### config.mk
export PLATFORM = sky130hd
export DESIGN_NAME = serial_logic16
export DESIGN_NICKNAME = d
export VERILOG_FILES = /design/src/rtl/serial_logic16.sv
export SDC_FILE = /design/constraint.sdc
export NUM_CORES = 1
export LEC_CHECK = 0
export CORE_ASPECT_RATIO = 1.4
export CORE_UTILIZATION = 45
export CTS_CLUSTER_DIAMETER = 40
export DETAILED_ROUTE_END_ITERATION = 16
export MAX_ROUTING_LAYER = met4
export PLACE_DENSITY = 0.69
export SLEW_MARGIN = 30
export SYNTH_ARGS = -nofsm -noshare
export SYNTH_HDL_FRONTEND = slang
export SYNTH_SLANG_ARGS = --single-unit
### constraint.sdc
create_clock -name clk -period 2 [get_ports clk]
set_input_delay 0.4 -clock clk [delete_from_list [all_inputs] [get_ports clk]]
set_output_delay 0.4 -clock clk [all_outputs]
set_load 0.005 [all_outputs]
### src/rtl/serial_logic16.sv
// Bit-serial logic unit: one gate slice reused WIDTH times, LSB first, with valid/ready on both sides.
// Optional zero/negative result flags are built when SERIAL_LOGIC_FLAGS_EN is defined.
module serial_logic16 #(
    parameter int WIDTH = 16
) (
    input  logic             clk,
    input  logic             rst_n,
    input  logic             in_valid,
    output logic             in_ready,
    input  logic [1:0]       in_op,
    input  logic [WIDTH-1:0] in_a,
    input  logic [WIDTH-1:0] in_b,
    output logic             out_valid,
    input  logic             out_ready,
`ifdef SERIAL_LOGIC_FLAGS_EN
    output logic             out_zr,
    output logic             out_ng,
`endif
    output logic [WIDTH-1:0] out_data
);
    localparam int CW = $clog2(WIDTH + 1);
    localparam logic [CW-1:0] LAST_BIT = CW'(WIDTH - 1);

    typedef enum logic [1:0] {
        IDLE  = 2'b00,
        SHIFT = 2'b01,
        DONE  = 2'b10
    } state_t;

    state_t           state_r, state_s;
    logic             in_ready_r, in_ready_s;
    logic             out_valid_r, out_valid_s;
    logic [WIDTH-1:0] a_sr_r, b_sr_r, res_sr_r, out_data_r;
    logic [WIDTH-1:0] res_next_s;
    logic [1:0]       op_r;
    logic [CW-1:0]    cnt_r;
    logic             and_s, nand_s, or_s, xor_s, m0_s, m1_s, bit_s;

    // Gate slice: the four ops are formed in parallel and op_r picks one through a gate-level mux tree.
    sl_and2  u_and  (.a(a_sr_r[0]), .b(b_sr_r[0]), .y(and_s));
    sl_nand2 u_nand (.a(a_sr_r[0]), .b(b_sr_r[0]), .y(nand_s));
    sl_or2   u_or   (.a(a_sr_r[0]), .b(b_sr_r[0]), .y(or_s));
    sl_xor2  u_xor  (.a(a_sr_r[0]), .b(b_sr_r[0]), .y(xor_s));
    sl_mux2  u_m0   (.s(op_r[0]), .d0(and_s), .d1(nand_s), .y(m0_s));
    sl_mux2  u_m1   (.s(op_r[0]), .d0(or_s),  .d1(xor_s),  .y(m1_s));
    sl_mux2  u_m2   (.s(op_r[1]), .d0(m0_s),  .d1(m1_s),   .y(bit_s));

    assign res_next_s = {bit_s, res_sr_r[WIDTH-1:1]};

    // State register plus the registered handshake outputs.
    always_ff @(posedge clk or negedge rst_n) begin
        if (!rst_n) begin
            state_r     <= IDLE;
            in_ready_r  <= 1'b1;
            out_valid_r <= 1'b0;
        end else begin
            state_r     <= state_s;
            in_ready_r  <= in_ready_s;
            out_valid_r <= out_valid_s;
        end
    end

    // Next-state logic; handshake outputs follow the state being entered.
    always_comb begin
        state_s = state_r;
        case (state_r)
            IDLE: begin
                if (in_valid) state_s = SHIFT;
                else          state_s = IDLE;
            end
            SHIFT: begin
                if (cnt_r == LAST_BIT) state_s = DONE;
                else                   state_s = SHIFT;
            end
            DONE: begin
                if (out_ready) state_s = IDLE;
                else           state_s = DONE;
            end
            default: state_s = IDLE;
        endcase
        in_ready_s  = (state_s == IDLE);
        out_valid_s = (state_s == DONE);
    end

    // Operand capture, serial shifting and result publication.
    always_ff @(posedge clk or negedge rst_n) begin
        if (!rst_n) begin
            a_sr_r     <= {WIDTH{1'b0}};
            b_sr_r     <= {WIDTH{1'b0}};
            res_sr_r   <= {WIDTH{1'b0}};
            out_data_r <= {WIDTH{1'b0}};
            op_r       <= 2'b00;
            cnt_r      <= {CW{1'b0}};
        end else begin
            case (state_r)
                IDLE: begin
                    if (in_valid) begin
                        a_sr_r   <= in_a;
                        b_sr_r   <= in_b;
                        op_r     <= in_op;
                        res_sr_r <= {WIDTH{1'b0}};
                        cnt_r    <= {CW{1'b0}};
                    end
                end
                SHIFT: begin
                    a_sr_r   <= {1'b0, a_sr_r[WIDTH-1:1]};
                    b_sr_r   <= {1'b0, b_sr_r[WIDTH-1:1]};
                    res_sr_r <= res_next_s;
                    // Counter ends at WIDTH on the DONE transition and holds there.
                    cnt_r    <= cnt_r + CW'(1);
                    if (cnt_r == LAST_BIT) out_data_r <= res_next_s;
                end
                default: begin
                    cnt_r <= cnt_r;
                end
            endcase
        end
    end

`ifdef SERIAL_LOGIC_FLAGS_EN
    logic zr_acc_r, zr_acc_s, zr_s, out_zr_r, out_ng_r;

    sl_or2 u_zr_or  (.a(zr_acc_r), .b(bit_s), .y(zr_acc_s));
    sl_not u_zr_not (.a(zr_acc_s), .y(zr_s));

    // Zero flag accumulates the OR of result bits; negative flag is the final (MSB) bit.
    always_ff @(posedge clk or negedge rst_n) begin
        if (!rst_n) begin
            zr_acc_r <= 1'b0;
            out_zr_r <= 1'b0;
            out_ng_r <= 1'b0;
        end else begin
            case (state_r)
                IDLE: begin
                    if (in_valid) zr_acc_r <= 1'b0;
                end
                SHIFT: begin
                    zr_acc_r <= zr_acc_s;
                    if (cnt_r == LAST_BIT) begin
                        out_zr_r <= zr_s;
                        out_ng_r <= bit_s;
                    end
                end
                default: begin
                    zr_acc_r <= zr_acc_r;
                end
            endcase
        end
    end

    assign out_zr = out_zr_r;
    assign out_ng = out_ng_r;
`else
    // Default build carries no flag state.
`endif

    assign in_ready  = in_ready_r;
    assign out_valid = out_valid_r;
    assign out_data  = out_data_r;
endmodule

// Base primitive: every other gate below is composed from this one.
module sl_nand2 (
    input  logic a,
    input  logic b,
    output logic y
);
    assign y = ~(a & b);
endmodule

module sl_not (
    input  logic a,
    output logic y
);
    sl_nand2 u_n (.a(a), .b(a), .y(y));
endmodule

module sl_and2 (
    input  logic a,
    input  logic b,
    output logic y
);
    logic n_s;
    sl_nand2 u_n (.a(a), .b(b), .y(n_s));
    sl_not   u_i (.a(n_s), .y(y));
endmodule

module sl_or2 (
    input  logic a,
    input  logic b,
    output logic y
);
    logic na_s, nb_s;
    sl_not   u_ia (.a(a), .y(na_s));
    sl_not   u_ib (.a(b), .y(nb_s));
    sl_nand2 u_n  (.a(na_s), .b(nb_s), .y(y));
endmodule

module sl_xor2 (
    input  logic a,
    input  logic b,
    output logic y
);
    logic n_s, na_s, nb_s;
    sl_nand2 u_n0 (.a(a),    .b(b),    .y(n_s));
    sl_nand2 u_n1 (.a(a),    .b(n_s),  .y(na_s));
    sl_nand2 u_n2 (.a(b),    .b(n_s),  .y(nb_s));
    sl_nand2 u_n3 (.a(na_s), .b(nb_s), .y(y));
endmodule

module sl_mux2 (
    input  logic s,
    input  logic d0,
    input  logic d1,
    output logic y
);
    logic ns_s, p0_s, p1_s;
    sl_not   u_is (.a(s), .y(ns_s));
    sl_nand2 u_p0 (.a(d0),   .b(ns_s), .y(p0_s));
    sl_nand2 u_p1 (.a(d1),   .b(s),    .y(p1_s));
    sl_nand2 u_o  (.a(p0_s), .b(p1_s), .y(y));
endmodule

Word-level counts from Yosys, hierarchy flattened
Index checks and enable logic that the tools add are counted.
{"block": "op_classes", "mul": 0, "n_div": 0, "n_shift": 0, "n_eq_ne": 5, "add_sub_neg": 1, "reduce_logical": 6, "bitwise": 32, "n_mux": 12, "magnitude_cmp": 0}
{"operator": "case mux 16 bit (2 select lines)", "count": 3}
{"operator": "2-to-1 mux 16 bit", "count": 3}
{"operator": "inverter 1 bit", "count": 18}
{"operator": "AND 1 bit", "count": 14}
{"operator": "case mux 5 bit (2 select lines)", "count": 1}
{"operator": "case mux 2 bit (3 select lines)", "count": 1}
{"operator": "AND reduction 2 bit", "count": 3}
{"operator": "adder 5 x 1 -> 5 bit, second input constant", "count": 1}
{"operator": "== test 5 x 4 -> 1 bit, second input constant", "count": 1}
{"operator": "2-to-1 mux 5 bit", "count": 1}
{"operator": "== test 2 bit, second input constant", "count": 2}
{"operator": "logical NOT 2 bit", "count": 2}
{"operator": "2-to-1 mux 2 bit", "count": 2}
{"operator": "== test 2 x 1 -> 1 bit, second input constant", "count": 1}
{"operator": "inequality test 2 bit, second input constant", "count": 1}
{"operator": "nonzero test 2 bit", "count": 1}
{"operator": "2-to-1 mux 1 bit", "count": 1}
{"block": "word_totals", "mem_count": 0, "latchBits": 0, "rom_bits": 0, "register_bits": 75, "word_cells": 65, "output_inout_bits": 18, "ramBits": 0}

Depth between registers and ports, before layout
Gate-level depths: netlist (run 1).
{"block": "depth", "ltp_word": 15, "depth_mapped": 8, "mapped_depth_nobuf": 6}

Modules after synthesis
A second synthesis (run 1) with hierarchy kept.
{"block": "hier_totals", "cells_unflattened": 278, "hier_area_um2": 3128.0}
{"mod": "serial_logic16", "instances": 1, "cells_per_inst": 256, "area_per_inst_um2": 3045.4, "seq_area_each_um2": 1853.0}
{"mod": "sl_nand2", "instances": 22, "cells_per_inst": 1, "area_per_inst_um2": 3.8, "seq_area_each_um2": 0.0}

Least setup slack after synthesis (run 1)
OpenSTA, ideal clock, no wires.
{"block": "synth_timing", "kind": "register -> register", "from": "register cnt_r[0]", "to": "register out_data_r[0], in the netlist out_data[0]", "path_stages_with_launch": 8, "setup_ps": 125, "t_required_ps": 1875, "arrival_time_ps": 1652, "slack_ps": 224, "cell_sequence": "dfrtp_1 -> ha_1 -> and3_1 -> ha_1 -> nand3b_1 -> buf_4 -> buf_6 -> mux2_2"}
{"block": "synth_between", "elab_chain_cells": 2}
{"element": "from (decl)", "line_no": "36", "source": "logic [CW-1:0] cnt_r;"}
{"element": "from (signal assigned)", "line_no": "93", "source": "cnt_r <= {CW{1'b0}};"}
{"element": "from (signal assigned)", "line_no": "102", "source": "cnt_r <= {CW{1'b0}};"}
{"element": "from (signal assigned)", "line_no": "110", "source": "cnt_r <= cnt_r + CW'(1);"}
{"element": "== test 5 x 4 -> 1 bit", "line_no": "111", "source": "if (cnt_r == LAST_BIT) out_data_r <= res_next_s;"}
{"element": "AND reduction 2 bit (no source line)"}
{"element": "to (signal assigned)", "line_no": "91", "source": "out_data_r <= {WIDTH{1'b0}};"}
{"element": "to (signal assigned)", "line_no": "111"}
{"element": "to (decl)", "line_no": "33", "source": "logic [WIDTH-1:0] a_sr_r, b_sr_r, res_sr_r, out_data_r;"}
Every way passes these cells.
A chain may end at the register's enable or synchronous reset.

Worst setup path after layout (run 1)
{"block": "layout_timing", "from": "register cnt_r[0]", "to": "register out_data_r[1], in the netlist out_data[1]"}
The elaborated chain is that of the path after synthesis.

==> impl_metrics.py, run 1 <==
metrics = {
    "run_status": {
        "status": "finished clean",
    },
    "floorplanning": {
        "core_mm2": 0.00703,
        "start_util_pct": 46.8,
        "die_h_um": 103,
        "die-area_mm2": 0.00767,
        "num_rows": 36,
        "chipWidth_um": 74.3,
        "ios": 56,
    },
    "yosys": {
        "synth_top_cell_area_share_pct": 55.5,
        "synth_cell_type_count": 27,
        "synth_common_cells": "73 x dfrtp_1, 36 x o21ai_0, 32 x a21oi_1, 32 x nor2b_1, 30 x a22oi_1",
        "synth-seq-cells": 74,
        "synth_top_area_cell": "dfrtp_1",
        "syn_area_per_cell_um2": 11.1,
        "async_flop_share_pct": 100,
        "synth_area_mm2": 0.00329,
        "synth_seq_area_share_pct": 56.3,
        "yosysWarningCount": 0,
        "synth_nets": 339,
        "ys.flop_type": "dfrtp_1",
        "ys_top_cells_by_area": "dfrtp_1 55%, a22oi_1 6.8%, mux2_2 6.2%",
        "synth_edf_count": 0,
        "netlist_instances": 297,
        "yosys.cell_count.top_type": "dfrtp_1",
    },
    "timing": {
        "holdWs_ps": 10.5,
        "post-route-period-util_pct": 90.5,
        "finClkSkew_ps": 8.23,
        "fmax_mhz": 553,
        "hold_viol": 0,
        "setup_viol_count_final": 0,
        "min_period_ps": 1810,
        "fin_setup_tns_ps": 0,
        "worst_pin_slew_ps": 493,
        "maxSlewViolCount": 0,
        "rsz0062_at_grt": "false",
        "relSlewSlack_pct": 67.2,
    },
    "worst_setup_path": {
        "required_ps": 2230,
        "crit_type": "reg2reg",
        "r2r_start": "cnt_r[0]$_DFFE_PN0P_",
        "crit_fanout": 19,
        "cpLargestDelayFamily": "adder cells",
        "startpoint": "cnt_r[0]$_DFFE_PN0P_",
        "worst_path_largest_cell_delay_ps": 410,
        "critPathCaptureType": "flop",
        "critical_path_arrival_ps": 2040,
        "crit_slowest_cell": "dfrtp_1",
        "cp-start-kind": "flop",
        "worstPathCellList": "ha_1 -> and3_1 -> ha_1 -> nand3b_1 -> buf_12 -> mux2_2",
        "crit_top_cell": "ha_1",
        "path_buf_inv": 1,
    },
    "route": {
        "dr.pass1.iters": 5,
        "drt_iter0_drc": 168,
        "ant_nets": 0,
        "wirelength_um": 6860,
        "via_per_inst": 5.54,
        "wl_per_cell_um": 15.1,
        "vias": 2514,
        "route.detailed.drc": 0,
    },
    "power": {
        "p_leak_uw": 0.00185,
        "p_per_area_mw_per_mm2": 1420,
        "vdd_drop_max_uv": 694,
    },
    "cells_and_area": {
        "area_growth_pct": 29.2,
        "drive_above_1_share_pct": 14.5,
        "nNetsFinal": 396,
        "antenna-diode-count": 0,
        "utilization_pct": 60.5,
        "n_fill_cell": 630,
    },
    "clocking": {
        "clock_path_buffers": 2,
        "ctsResizeCount": 0,
        "cts_tree": "done",
        "clkSinkCount": 74,
        "clock_latency_ps": 350,
        "root_buffer": "clkbuf_8",
        "cts_setup_buffers": 0,
        "cts_buffers": 9,
        "clk_pin_slew_ps": 80,
        "htreeDepth": 3,
        "postCtsHoldBufs": 0,
    },
    "global_route": {
        "grt_pass1_wl_um": 11800,
        "grt_pass1_vias": 2549,
        "overflow": 0,
        "grt_util_all_layers_pct": 21.2,
        "antenna_found_initial": 0,
        "grt_max_degree": 38,
    },
    "job": {
        "cap_viol_max_count": 0,
    },
    "place": {
        "port_buffers": 55,
        "gp_congestion": 0.754,
        "dp_hpwl_um": 4440,
    },
    "worst_hold_path": {
        "hold_class": "in2async",
    },
}
## routing by layer
metal,vias to the layer above,track usage [%],share of wire (%)
li1,1184,-,-
met1,1251,25.4,44
met2,71,35.0,50
met3,8,4.94,4.0
met4,0,7.26,1.4
met5,-,-,0
## logic make-up after synthesis
group / synth area share (%)
AO/OA/AOI/OAI: 22.1
flip-flops: 56.3
AND/OR/NAND/NOR: 9.92
buffers and inverters: 3.99
multiplexers: 6.16
adder cells (fa/ha/maj): 1.52
## worst paths after layout
kind                                                 end  slack, ps  cells past startpoint
worst max-delay path             out_data[1]$_DFFE_PN0P_        190                      6
worst min-delay path                 out_valid$_DFF_PN0_         10                      1
worst max register to register   out_data[1]$_DFFE_PN0P_        190                      6
worst min register to register  out_data[13]$_DFFE_PN0P_        500                      1
max in group asynchronous       res_sr_r[15]$_DFFE_PN0P_       1420                      2
min in group clk                out_data[13]$_DFFE_PN0P_        500                      1
## sequential cells by signal, indices dropped and copies added (netlist names)
| signal | flops |
|---|---|
| res_sr_r | 15 |
| out_valid | 1 |
| a_sr_r | 16 |
| in_ready | 1 |
| state_r | 2 |
| b_sr_r | 16 |
| cnt_r | 5 |
| out_data | 16 |
| op_r | 2 |
## through the flow
stage | setup WS (ps) | instances | cell area [um2] | power [uW]
global route | 144 | 454 | 4250 | 6450
CTS | 193 | 454 | 4250 | 6070
detailed placement | 209 | 438 | 3990 | 4540
global placement | 230 | 438 | 3990 | 4450
finish | 190 | 454 | 4250 | 6020
floorplan | 224 | 297 | 3290 | 3740
## cell usage in the layout, fill, tap and decap left out, types with 2 or more instances in the layout
master           Yosys  final
buf_12               0      3
bufinv_16            0      4
a22o_1              16     16
and3_1               2      2
ha_1                 4      4
o31ai_1              2      2
clkdlybuf4s50_1      0     54
dfrtp_1             73     73
a21oi_1             32     32
clkbuf_8             0      9
a22oi_1             30     30
nor2_1               2      2
o21ai_0             36     36
nor2b_1             32     31
mux2_2              18     18
buf_4                4     12
and2b_1              2      2
inv_1                3      3
nand2_1             14     14
## report_power, final
group | switching (uW) | leakage, uW | total [uW] | internal [uW]
Combinational | 881 | 0.000762 | 1990 | 1110
Sequential | 426 | 0.000962 | 2520 | 2090
Clock | 561 | 0.000129 | 1520 | 954
## layout make-up
class                           instances  area [um2]  area share, %
Inverter                                3        11.3          0.265
Tap cell                               95         119           2.79
Clock inverter                          7         141           3.32
Clock buffer                            9         124           2.91
Timing Repair Buffer                   69         691           16.2
Multi-Input combinational cell        197        1320           30.9
Sequential cell                        74        1850           43.6
No activity file was read; power rests on OpenSTA's default activity.
==> run 2, diff against run 1 <==
- SLEW_MARGIN: 30 -> unset
==> results of run 2 <==
The final DEF is identical to that of run 1; final timing and power are the same.
